==> src/rtl/btn_debouncer.sv <==
`default_nettype none
// ============================================================================
// Module      : btn_debouncer
// Description : Two-flop synchroniser followed by a per-button stability
//               counter; an output bit follows its input only after the
//               synchronised level has differed for DEB_CYCLES cycles.
// Revision    : 1.0 - initial release
// ============================================================================
module btn_debouncer #(
    parameter int WIDTH      = 4,
    parameter int DEB_CYCLES = 16
) (
    input  logic             clk,
    input  logic             R,
    input  logic [WIDTH-1:0] din,
    output logic [WIDTH-1:0] dout
);

    localparam int CNT_W = (DEB_CYCLES > 2) ? $clog2(DEB_CYCLES) : 1;
    localparam logic [CNT_W-1:0] C_CNT_LAST = CNT_W'(DEB_CYCLES - 1);
    localparam logic [CNT_W-1:0] C_CNT_ONE  = CNT_W'(1);

    logic [WIDTH-1:0] r_sync1;
    logic [WIDTH-1:0] r_sync2;

    always_ff @(posedge clk) begin
        if (R) begin
            r_sync1 <= '0;
            r_sync2 <= '0;
        end else begin
            r_sync1 <= din;
            r_sync2 <= r_sync1;
        end
    end

    for (genvar i = 0; i < WIDTH; i++) begin : g_bit
        logic [CNT_W-1:0] r_cnt;
        logic             r_db;

        always_ff @(posedge clk) begin
            if (R) begin
                r_cnt <= '0;
                r_db  <= 1'b0;
            end else if (r_sync2[i] == r_db) begin
                r_cnt <= '0;
            end else if (r_cnt == C_CNT_LAST) begin
                r_db  <= r_sync2[i];
                r_cnt <= '0;
            end else begin
                r_cnt <= r_cnt + C_CNT_ONE;
            end
        end

        assign dout[i] = r_db;
    end

endmodule
`default_nettype wire

==> config.mk <==
export PLATFORM = sky130hd
export DESIGN_NAME = btn_debouncer
export DESIGN_NICKNAME = d
export VERILOG_FILES = /design/src/rtl/btn_debouncer.sv
export SDC_FILE = /design/constraint.sdc
export NUM_CORES = 1
export LEC_CHECK = 0
export CORE_MARGIN = 3
export CORE_UTILIZATION = 25
export DETAILED_ROUTE_END_ITERATION = 7
export PLACE_DENSITY = 0.44
export SYNTH_ARGS = -nofsm -noshare
export SYNTH_HDL_FRONTEND = slang
export SYNTH_SLANG_ARGS = --single-unit
==> constraint.sdc <==
create_clock -name clk -period 2 [get_ports clk]
set_clock_uncertainty 0.15 [all_clocks]
set_input_delay 0.4 -clock clk [delete_from_list [all_inputs] [get_ports clk]]
set_output_delay 0.4 -clock clk [all_outputs]
set_load 0.01 [all_outputs]
==> results of run 1 <==
[stage by stage]
step	setup slack, ps	hold WS [ps]	util, %	instance area [sq um]	std cells
finish	239	289	32.3	1230	156
global route	179	307	32.3	1230	156
CTS	220	297	32.3	1230	156
detailed placement	295	273	30.4	1160	152
global placement	321	279	30.4	1160	152
floorplan	882	264	-	1030	98
[state kept, by name, summed over array words and instances (netlist names)]
signal / cells
g_bit.r_cnt: 16
g_bit.r_db: 4
r_sync1: 4
r_sync2: 4
[cells in the mapped netlist]
| cell | number | area share, % |
|---|---|---|
| dfxtp_1 | 28 | 54 |
| nor2b_1 | 8 | 4.9 |
| xor2_1 | 12 | 10 |
| buf_4 | 4 | 2.9 |
| inv_1 | 4 | 1.5 |
| ha_1 | 4 | 4.9 |
| buf_2 | 2 | 0.97 |
| nand3b_1 | 4 | 2.9 |
| nor2_1 | 16 | 5.8 |
| nand3_1 | 8 | 3.9 |
| mux2i_1 | 4 | 3.9 |
| and3b_2 | 4 | 3.9 |
[worst min path at each step]
stage,start,endpoint,slack (ps),cells past startpoint
final,r_sync1[1],r_sync2[1],290,1
after global routing,r_sync1[0],r_sync2[0],310,1
after CTS,r_sync1[0],r_sync2[0],300,1
after detailed placement,r_sync1[0],r_sync2[0],270,1
after global placement,g_bit[3].r_cnt[0],g_bit[3].r_cnt[0],280,1
after floorplan,r_sync1[0],r_sync2[0],260,1
[layout make-up]
cell class              count  area share, %
multi-input cells          60           33.6
inverters                   4           1.22
repair buffers             12           9.12
clock buffers               3           3.34
flip-flops and latches     28           45.4
well taps                  48           4.86
clock inverters             1           2.43
[power by group through the flow]
stage,logic (uW),clock network [uW],registers (uW)
final,33.2,430,572
after global routing,37.7,472,573
after CTS,34.1,451,572
after detailed placement,34.0,0,585
after global placement,33.4,0,585
after floorplan,18.1,0,584
[routing by layer]
layer,up-vias,track usage [%]
li1,328,-
met1,293,6.80
met2,9,11.7
met3,2,1.58
met4,0,3.19
met5,-,0
[cell families (layout without fill, tap and decap cells)]
family | Yosys count | count (layout)
AND/OR/NAND/NOR | 40 | 40
flip-flops | 28 | 28
XOR/XNOR | 12 | 12
buffers and inverters | 10 | 20
adder cells (fa/ha/maj) | 4 | 4
multiplexers | 4 | 4
==> results.cfg, run 1 <==
[status]
status = complete, no violations

[finish]
final_layout_size_suffix_gt1_share_pct = 10.2
final_common_cell = dfxtp_1
area_growth_pct = 19.8
diodes = 0
fin_nets = 119
final-seq-area_sq_um = 561
multi_input_area_sq_um = 415
layout_common_cells = 28 x dfxtp_1, 16 x nor2_1, 12 x xor2_1
n_fill_cell = 390

[critical_path]
crit_path_end = dout[1]
reg2reg_from = g_bit[1].r_cnt[0]
max_stage_delay_ps = 560
worstPathMaxFanout = 3
end_kind = primary output
startpoint_type = flip-flop
crit_buf_inv = 1
required_ps = 1450
startpoint = g_bit[1].r_db
reg2regPathDepth = 4
crit_family = buffers and inverters
r2r_end = g_bit[1].r_db
crit_chain = clkdlybuf4s50_1
worstSetupPathDepth = 1
cp.arrival_ps = 1210
r2r_setup_slack_ps = 800
crit_type = reg2out
cpMaxStageDelayCell = clkdlybuf4s50_1

[route]
remaining_drc_errors = 0
drtIter0Drc = 9
wl_um = 1380
m1WireLength_um = 603
num_vias = 632
wl_met3_um = 57
dr_wl_met2_um = 712
drt.antenna.violating_nets = 0
avgViaCountPerCell = 4.05
highest_layer = met4
firstDrtPassIters = 2
wl_per_cell_um = 8.87

[grt]
grt_usage_pct = 6.45
antenna_found_initial = 0
grt-ovfl-total = 0
grt_pass1_vias = 680
grt_max_degree = 17
grt_pass1_wl_um = 2620

[logic_synthesis]
synth-xor-area-share_pct = 10.2
synth_area_sq_mm = 0.00103
synth_compound_area_share_pct = 0
synth.net_count = 108
synth_top_family_by_area = simple AND/OR/NAND/NOR gates
synth_warnings = 0
synth_cell_types = 12
yosysSeqAreaShare_pct = 54.4
yosys.area_share.simple_pct = 21.4
synth_seq_cells = 28
synthAdderAreaFrac_pct = 4.85
avgSynthCellArea_sq_um = 10.5
syn_inst = 98
synth_mux_area_share_pct = 3.88

[die]
die_area_sq_mm = 0.00493
coreArea_sq_mm = 0.00383
start_util_pct = 26.9
die_h_um = 70.2
die_w_um = 70.2
num_rows = 22
io-pin-count = 10

[power_and_ir_drop]
powerDensity_mw_per_mm2 = 838
ir_worst_vdd_uv = 281
total_leakage_power_uw = 0.000562
swShare_pct = 17.3
switchingPower_uw = 179
combPwrFrac_pct = 3.2
finalPower_uw = 1030
clkPwrFrac_pct = 41.5
intPower_uw = 856
power_frac_seq_pct = 55.3

[sta]
grt_setup_unrepaired = false
finalCritPeriodShare_pct = 88.1
min_period_ps = 1760
setup_viol = 0
slew_headroom_pct = 71.8
totalNegativeSetupSlack_ps = 0
max_freq_mhz = 568
hold_viol = 0
tightest_slew_ps = 422
slew_viol_final = 0

[cts]
postCtsSetupBuffers = 0
ctsRootBufferMaster = clkbuf_8
cts_tree = done
numCtsBuffers = 3
clkTransAtPathRegs_ps = 90
cts_hold_buf = 0
htree_levels = 1
cts.sinks = 28
cts_resized = 0
clockBufferDepth = 2
clock_latency_ps = 260

[run]
maxCapViolations = 0

[placed_design]
port_buffers = 9
gp_congestion = 0.664
post-dp-hpwl_um = 1080

[min_path]
worst_hold_path_type = reg2reg
Power figures use the tool's default switching activity.
==> inputs of run 2 (changes only) <==
--- a/config.mk
+++ b/config.mk
@@ -8,7 +8,9 @@
 export CORE_MARGIN = 3
 export CORE_UTILIZATION = 25
 export DETAILED_ROUTE_END_ITERATION = 7
-export PLACE_DENSITY = 0.44
+export DONT_BUFFER_PORTS = 1
+export PLACE_DENSITY = 0.41
+export SLEW_MARGIN = 30
 export SYNTH_ARGS = -nofsm -noshare
 export SYNTH_HDL_FRONTEND = slang
 export SYNTH_SLANG_ARGS = --single-unit
==> results.cfg, run 2 (synthesis gave the netlist of run 1 again) <==
[status]
status = complete, no violations

[finish]
area_growth_pct = 5.95
final_layout_size_suffix_gt1_share_pct = 7.37
layout_common_cells = 28 x dfxtp_1, 16 x nor2_1, 12 x xor2_1
largest-register = g_bit.r_cnt
fin_nets = 107
fin_util_pct = 28.5
diodes = 0
largest_reg_flops = 16
final_common_cell = dfxtp_1

[sta]
slew_headroom_pct = 85.3
finalCritPeriodShare_pct = 63.1
tightest_slew_ps = 220
max_freq_mhz = 792
slew_viol_final = 0
hold_viol = 0
totalNegativeSetupSlack_ps = 0
setup_viol = 0
grt_setup_unrepaired = false
min_period_ps = 1260

[cts]
cts_tree = done
cts_hold_buf = 0
cts.sinks = 28
htree_levels = 1
postCtsSetupBuffers = 0
cts_resized = 0
clockBufferDepth = 2
ctsRootBufferMaster = clkbuf_8
clkTransAtPathRegs_ps = 90
numCtsBuffers = 3
clock_latency_ps = 260

[power_and_ir_drop]
swShare_pct = 19.4
intPower_uw = 711
finalPower_uw = 882
switchingPower_uw = 171
ir_worst_vdd_uv = 273
clkPwrFrac_pct = 33.5
power_frac_seq_pct = 64.8
combPwrFrac_pct = 1.7
total_leakage_power_uw = 0.000501
powerDensity_mw_per_mm2 = 807

[grt]
antenna_found_initial = 0
grt_max_degree = 21
grt_pass1_vias = 591
grt_usage_pct = 6.28
grt-ovfl-total = 0
grt_pass1_wl_um = 2450

[critical_path]
required_ps = 1450
end_kind = primary output
crit_type = reg2out
cp.arrival_ps = 710
worstPathMaxFanout = 3
startpoint_type = flip-flop

[min_path]
worst_hold_path_type = in2reg

[route]
drtIter0Drc = 8
drt.antenna.violating_nets = 0
wl_per_cell_um = 9.31
firstDrtPassIters = 2
wl_um = 1330
remaining_drc_errors = 0
num_vias = 579
avgViaCountPerCell = 4.05

[run]
maxCapViolations = 0

[die]
io-pin-count = 10
start_util_pct = 26.9
die_w_um = 70.2
coreArea_sq_mm = 0.00383
num_rows = 22
die_area_sq_mm = 0.00493
die_h_um = 70.2

[placed_design]
post-dp-hpwl_um = 963
port_buffers = 0
gp_congestion = 0.740
run 2: stage by stage:
stage	cells	setup WS (ps)	cell area [sq um]	hold WS [ps]
after floorplan	98	882	1030	264
after global routing	143	703	1090	22.2
final	143	738	1090	39.8
after CTS	143	722	1090	31.9
after detailed placement	140	830	1050	273
after global placement	140	835	1050	275
run 2: area by class of cell:
class                      count  area [sq um]
sequential                    28           561
inverter                       4          15.0
tap                           48          60.1
clock buffer                   3          41.3
multi-input combinational     60           415
fill                         389          2730
run 2: path summary, 6_finish.rpt:
check	start	endpoint	slack [ps]	depth (start not counted)
worst max register to register	g_bit[1].r_cnt[0]	g_bit[1].r_db	830	4
worst min register to register	r_sync1[0]	r_sync2[0]	290	1
worst max-delay path	g_bit[1].r_db	dout[1]	740	0
worst min-delay path	R	r_sync1[1]	40	1
run 2: routing by layer:
layer | track usage [%] | share of wire, % | vias to the layer above
met2 | 9.25 | 40 | 12
met3 | 2.16 | 6.5 | 5
li1 | - | - | 304
met4 | 4.47 | 2.9 | 0
met1 | 7.51 | 50 | 258
met5 | 0 | 0 | -
run 2: power groups by stage:
stage	clock network, uW	registers (uW)	logic (uW)
2_1_floorplan	0	584	18.1
4_1_cts	310	572	15.5
3_3_place_gp	0	585	15.5
5_1_grt	332	573	18.1
3_5_place_dp	0	585	15.6
6_report	295	571	15.2
